<file path="src/rtl/v_iota_mask.sv">
// ============================================================================
// Module   : v_iota_mask
// Brief    : Mask-to-vector expander (viota.m): packed exclusive prefix counts
//            of set mask bits, with a running base carried across mask words.
//            Optional VIOTA_VID_EN adds in_vid, forcing the mask to all ones.
// Revision : 1.0 - initial release
// ============================================================================
`default_nettype none

module v_iota_mask #(
    parameter int REQ_DATA_WIDTH  = 64,
    parameter int RESP_DATA_WIDTH = 64,
    parameter int DATA_WIDTH_BITS = 6
) (
    input  logic                       clk,
    input  logic                       rst,
    input  logic [REQ_DATA_WIDTH-1:0]  in_m0,
    input  logic [1:0]                 in_sew,
    input  logic                       in_start,
`ifdef VIOTA_VID_EN
    input  logic                       in_vid,
`endif
    input  logic                       in_valid,
    output logic                       in_ready,
    output logic [RESP_DATA_WIDTH-1:0] out_vec,
    output logic                       out_valid,
    input  logic                       out_ready,
    output logic                       out_last
);

    localparam int MAX_E = RESP_DATA_WIDTH / 8;
    localparam int CNT_W = $clog2(MAX_E + 1);
    localparam logic [DATA_WIDTH_BITS:0] BEATS_SEW8 =
        (DATA_WIDTH_BITS+1)'(REQ_DATA_WIDTH / MAX_E);

    typedef enum logic [0:0] {
        S_IDLE = 1'b0,
        S_EMIT = 1'b1
    } state_t;

    state_t                       state_q;
    logic [REQ_DATA_WIDTH-1:0]    mask_q;
    logic [1:0]                   sew_q;
    logic [RESP_DATA_WIDTH-1:0]   base_q;
    logic [DATA_WIDTH_BITS-1:0]   k_q;
    logic [RESP_DATA_WIDTH-1:0]   out_vec_q;
    logic                         out_valid_q;
    logic                         out_last_q;

    // Packs one beat: element j gets base plus the count of set bits below j.
    function automatic logic [RESP_DATA_WIDTH-1:0] pack_beat(
        input logic [MAX_E-1:0]           m,
        input logic [RESP_DATA_WIDTH-1:0] b,
        input logic [1:0]                 s
    );
        logic [RESP_DATA_WIDTH-1:0] r;
        logic [RESP_DATA_WIDTH-1:0] acc;
        r   = '0;
        acc = b;
        case (s)
            2'd0: for (int j = 0; j < RESP_DATA_WIDTH/8; j++) begin
                r[j*8 +: 8] = acc[7:0];
                acc = acc + RESP_DATA_WIDTH'(m[j]);
            end
            2'd1: for (int j = 0; j < RESP_DATA_WIDTH/16; j++) begin
                r[j*16 +: 16] = acc[15:0];
                acc = acc + RESP_DATA_WIDTH'(m[j]);
            end
            2'd2: for (int j = 0; j < RESP_DATA_WIDTH/32; j++) begin
                r[j*32 +: 32] = acc[31:0];
                acc = acc + RESP_DATA_WIDTH'(m[j]);
            end
            default: r = acc;
        endcase
        return r;
    endfunction

    function automatic logic [CNT_W-1:0] beat_pop(
        input logic [MAX_E-1:0] m,
        input logic [1:0]       s
    );
        logic [CNT_W-1:0] c;
        c = '0;
        for (int j = 0; j < MAX_E; j++) begin
            if (j < (MAX_E >> s)) begin
                c = c + CNT_W'(m[j]);
            end
        end
        return c;
    endfunction

    logic [REQ_DATA_WIDTH-1:0]  mask_acc_d;
    logic [RESP_DATA_WIDTH-1:0] base_acc_d;
    logic [RESP_DATA_WIDTH-1:0] vec_acc_d;
    logic [CNT_W-1:0]           elems;
    logic [RESP_DATA_WIDTH-1:0] base_nxt_d;
    logic [REQ_DATA_WIDTH-1:0]  mask_nxt_d;
    logic [RESP_DATA_WIDTH-1:0] vec_nxt_d;
    logic [DATA_WIDTH_BITS-1:0] k_nxt_d;
    logic [DATA_WIDTH_BITS-1:0] last_idx;

`ifdef VIOTA_VID_EN
    assign mask_acc_d = in_vid ? {REQ_DATA_WIDTH{1'b1}} : in_m0;
`else
    assign mask_acc_d = in_m0;
`endif

    assign base_acc_d = in_start ? '0 : base_q;
    assign vec_acc_d  = pack_beat(mask_acc_d[MAX_E-1:0], base_acc_d, in_sew);

    // The shift register always holds the bits of the beat on the output.
    assign elems      = CNT_W'(MAX_E) >> sew_q;
    assign base_nxt_d = base_q + RESP_DATA_WIDTH'(beat_pop(mask_q[MAX_E-1:0], sew_q));
    assign mask_nxt_d = mask_q >> elems;
    assign vec_nxt_d  = pack_beat(mask_nxt_d[MAX_E-1:0], base_nxt_d, sew_q);
    assign k_nxt_d    = k_q + DATA_WIDTH_BITS'(1);
    assign last_idx   = DATA_WIDTH_BITS'((BEATS_SEW8 << sew_q) - (DATA_WIDTH_BITS+1)'(1));

    always_ff @(posedge clk) begin
        if (rst) begin
            state_q     <= S_IDLE;
            mask_q      <= '0;
            sew_q       <= '0;
            base_q      <= '0;
            k_q         <= '0;
            out_vec_q   <= '0;
            out_valid_q <= 1'b0;
            out_last_q  <= 1'b0;
        end else begin
            case (state_q)
                S_IDLE: begin
                    if (in_valid) begin
                        mask_q      <= mask_acc_d;
                        sew_q       <= in_sew;
                        base_q      <= base_acc_d;
                        k_q         <= '0;
                        out_vec_q   <= vec_acc_d;
                        out_valid_q <= 1'b1;
                        out_last_q  <= 1'b0;
                        state_q     <= S_EMIT;
                    end
                end
                S_EMIT: begin
                    if (out_ready) begin
                        base_q <= base_nxt_d;
                        if (k_q == last_idx) begin
                            k_q         <= '0;
                            out_valid_q <= 1'b0;
                            out_last_q  <= 1'b0;
                            state_q     <= S_IDLE;
                        end else begin
                            mask_q     <= mask_nxt_d;
                            k_q        <= k_nxt_d;
                            out_vec_q  <= vec_nxt_d;
                            out_last_q <= (k_nxt_d == last_idx);
                        end
                    end
                end
                default: state_q <= S_IDLE;
            endcase
        end
    end

    assign in_ready  = (state_q == S_IDLE);
    assign out_vec   = out_vec_q;
    assign out_valid = out_valid_q;
    assign out_last  = out_last_q;

endmodule

`default_nettype wire

</file>
<file path="config.mk">
export PLATFORM = sky130hd
export DESIGN_NAME = v_iota_mask
export DESIGN_NICKNAME = d
export VERILOG_FILES = /design/src/rtl/v_iota_mask.sv
export SDC_FILE = /design/constraint.sdc
export NUM_CORES = 1
export LEC_CHECK = 0
export CAP_MARGIN = 20
export CORE_MARGIN = 2
export CORE_UTILIZATION = 35
export DETAILED_ROUTE_END_ITERATION = 16
export GPL_TIMING_DRIVEN = 1
export PLACE_DENSITY = 0.59
export SKIP_LAST_GASP = 1
export SLEW_MARGIN = 25
export SYNTH_ARGS = -nofsm -noshare
export SYNTH_HDL_FRONTEND = slang
export SYNTH_SLANG_ARGS = --single-unit
</file>
<file path="constraint.sdc">
create_clock -name clk -period 10.75 [get_ports clk]
set_clock_uncertainty 0.1 [all_clocks]
set_input_delay 1.6125 -clock clk [delete_from_list [all_inputs] [get_ports clk]]
set_output_delay 1.6125 -clock clk [all_outputs]
set_load 0.01 [all_outputs]
</file>
==> results.yml <==
place:
  detailed_place_hpwl_um: 65790
  place.port_buffers: 137
  routabilityCongestion: 0.9888
  detailed_place.area_um2: 21380
drt:
  detailedRoute.firstPassIterationCount: 6
  dr_total_vias: 20690
  routed_via_density: 6.192
  route.detailed.drc: 0
  wire_length_after_detailed_routing_um: 87770
  detail_route.wl_per_cell_um: 26.26
  ant_nets: 0
  drtIter0Drc: 2917
  wire_length_on_met2_um: 37500
  route.top_layer_used: "met4"
  wl_met3_um: 8142
  route.layer.met1.wl_um: 37680
clock_network:
  cts_buffers: 27
  cts.repair_timing.setup_buffer_count: 0
  ctsHoldBuffers: 0
  cts_sinks: 203
  clk_pin_slew_worst_paths_ns: 0.06
  post_cts_resize_count: 0
  cts_tree: "yes"
  clk_latency_ns: 0.59
  cts.path.max_buffers: 3
  htree_levels: 1
  clock_tree.root_cell: "sky130_fd_sc_hd__clkbuf_16"
synth:
  synth_xor_xnor_area_share_pct: 13.21
  synth_ff_type: "sky130_fd_sc_hd__dfxtp_1"
  syn-num-nets: 2703
  ys.warnings.count: 0
  synth_async_sr_flop_share_pct: 0
  synthesis.area_um2: 19580
  ys_seq_area_share_pct: 20.75
  mapped_cells: 2582
  yosys_register_bits: 203
  count_of_flip_flops_with_a_built_in_enable_after_synthesis: 0
  synth-compound-area-share_pct: 20.44
  synth_cell_type_count: 117
  synthesis.area_per_instance_um2: 7.585
  synth_simple_gate_area_share_pct: 26.95
  synthMuxAreaShare_pct: 10.46
  synth_top_family_by_area: "simple AND/OR/NAND/NOR gates"
  synth-adder-area-share_pct: 3.233
timing:
  worstMarginPinSlew_ns: 1.134
  tns_ns: 0
  clock.fmax_mhz: 102.1
  final.period_utilization_pct: 91.10
  fin_crit_ns: 9.794
  slew_viol_final: 0
  setup_viol: 0
  report.final.hold_viol_count: 0
  timing.max_slew.rel_slack_pct: 23.89
  rsz0062_at_grt: "false"
critical_path:
  timing.critical_path.fanout_max: 14
  end_kind: "flop"
  worst-endpoint-required_ns: 11.14
  timing.critical_path.mode_cell: "sky130_fd_sc_hd__ha_1"
  critPathArrivalTime_ns: 10.18
  startpoint_type: "flop"
  slowest_delay_ns: 0.59
  path_class: "reg -> reg"
  worst_path_max_delay_cell: "sky130_fd_sc_hd__fa_1"
final_layout:
  area_growth_syn_to_fin_pct: 14.05
  filler_cell_count: 5651
  area.sequential_um2: 4075
  design.final.nets: 2693
  drive_above_1_share_pct: 10.15
  layout.cell_area.non_filler_um2: 22340
  area_of_the_multi_input_gates_um2: 14570
hold_path:
  min-delay-path-class: "reg -> reg"
run_status:
  outcome: "completed"
floorplan:
  ioPinCount: 138
  initial_core_util_pct: 35.48
  area_enclosed_by_the_die_boundary_um2: 57860
  die_height_um: 240.5
  die_x_um: 240.5
  core_area_um2: 55200
  rows: 86
global_routing:
  grt_pass1_wl_um: 127300
  grt_antenna_before_repair: 2
  grt_pass1_vias: 18810
  globalRouteOverflowTotal: 0
  globalRouteTotalUtil_pct: 29.54
  pin_count_of_the_biggest_net_entering_global_routing: 139
pwr:
  powerDensity_nw_per_um2: 128.0
  ir_worst_vdd_v: 0.00008259
  leakage_nw: 7.487
job:
  drv_cap: 0
[final timing paths]
path | startpoint | endpoint | slack [ns] | cells past startpoint
min reg2reg | out_vec[31] | out_vec[31] | 0.35 | 2
max | sew_q[0] | out_vec[62] | 0.96 | 41
min | out_vec[31] | out_vec[31] | 0.35 | 2
max reg2reg | sew_q[0] | out_vec[62] | 0.96 | 41
[cell usage in the layout (no fill, tap or decap), types with 69 or more instances in the layout]
cell type / count
sky130_fd_sc_hd__xnor2_1: 140
sky130_fd_sc_hd__nand3_1: 72
sky130_fd_sc_hd__a211oi_1: 94
sky130_fd_sc_hd__nor2_1: 448
sky130_fd_sc_hd__o21ai_0: 78
sky130_fd_sc_hd__clkdlybuf4s50_1: 133
sky130_fd_sc_hd__a21oi_1: 192
sky130_fd_sc_hd__nand2_1: 231
sky130_fd_sc_hd__mux4_2: 69
sky130_fd_sc_hd__nor3_1: 125
sky130_fd_sc_hd__dfxtp_1: 200
sky130_fd_sc_hd__xor2_1: 82
[worst max-delay path: cells and delay by family (launching register included)]
kind	cells	cell delay [ns]
AO/OA/AOI/OAI	10	1.93
XOR/XNOR	5	1.26
adder cells (fa/ha/maj)	14	4.55
buffers and inverters	5	0.42
flip-flops	1	0.47
multiplexers	1	0.19
AND/OR/NAND/NOR	6	0.77
[cell families after synthesis]
| logic type | count (synthesis) |
|---|---|
| buf+inv | 247 |
| simple gates | 1113 |
| fa+ha+maj | 50 |
| xor+xnor | 255 |
| compound gates | 598 |
| flops | 203 |
| mux | 116 |
[metal layers]
metal,up-vias,GRT usage (%)
met5,-,0
met4,0,13.27
met3,195,5.021
met2,1120,43.87
met1,10070,41.74
li1,9311,-
[registers in the layout, summed over array words and instances, names as in the netlist]
register / flops
sew_q: 2
k_q: 6
out_valid: 1
base_q: 64
mask_q: 64
state_q: 1
out_last: 1
out_vec: 64
[power by group]
part | internal [mW] | total [mW] | switching, mW | leakage, nW
registers | 0.798 | 0.857 | 0.0593 | 1.66
clock network | 0.590 | 0.984 | 0.394 | 0.472
logic | 0.388 | 1.02 | 0.629 | 5.35
[area by class of cell]
class | count | share of cell area [%]
multi-input cells | 2132 | 65.25
diodes | 2 | 0.02241
repair buffers | 175 | 7.467
inverters | 33 | 0.5602
well taps | 748 | 4.190
flip-flops and latches | 203 | 18.25
clock buffers | 39 | 3.585
clock inverters | 10 | 0.6778
[synth_stat cells (49+ instances only)]
cell / count / area, µm²
sky130_fd_sc_hd__a21oi_1: 192 / 960.9
sky130_fd_sc_hd__mux4_2: 69 / 1554
sky130_fd_sc_hd__xnor2_1: 140 / 1226
sky130_fd_sc_hd__ha_1: 49 / 613.1
sky130_fd_sc_hd__o21ai_0: 78 / 390.4
sky130_fd_sc_hd__nand2_1: 232 / 870.8
sky130_fd_sc_hd__dfxtp_1: 203 / 4064
sky130_fd_sc_hd__nand3_1: 72 / 360.4
sky130_fd_sc_hd__nor3_1: 125 / 625.6
sky130_fd_sc_hd__clkbuf_1: 174 / 653.1
sky130_fd_sc_hd__nor2_1: 449 / 1685
sky130_fd_sc_hd__a211oi_1: 94 / 705.7
sky130_fd_sc_hd__xor2_1: 82 / 718.2
[through the flow]
step	hold WS [ns]	total power, mW	utilization (%)	instances	setup slack, ns
floorplan	0.3420	1.468	-	2582	1.456
global placement	0.3448	1.848	38.73	3291	1.337
detailed placement	0.3439	1.860	38.73	3291	1.051
CTS	0.3522	2.842	40.45	3340	1.010
global route	0.3766	2.960	40.45	3340	0.3335
finish	0.3493	2.858	40.46	3342	0.9564
Power figures use the tool's default switching activity.
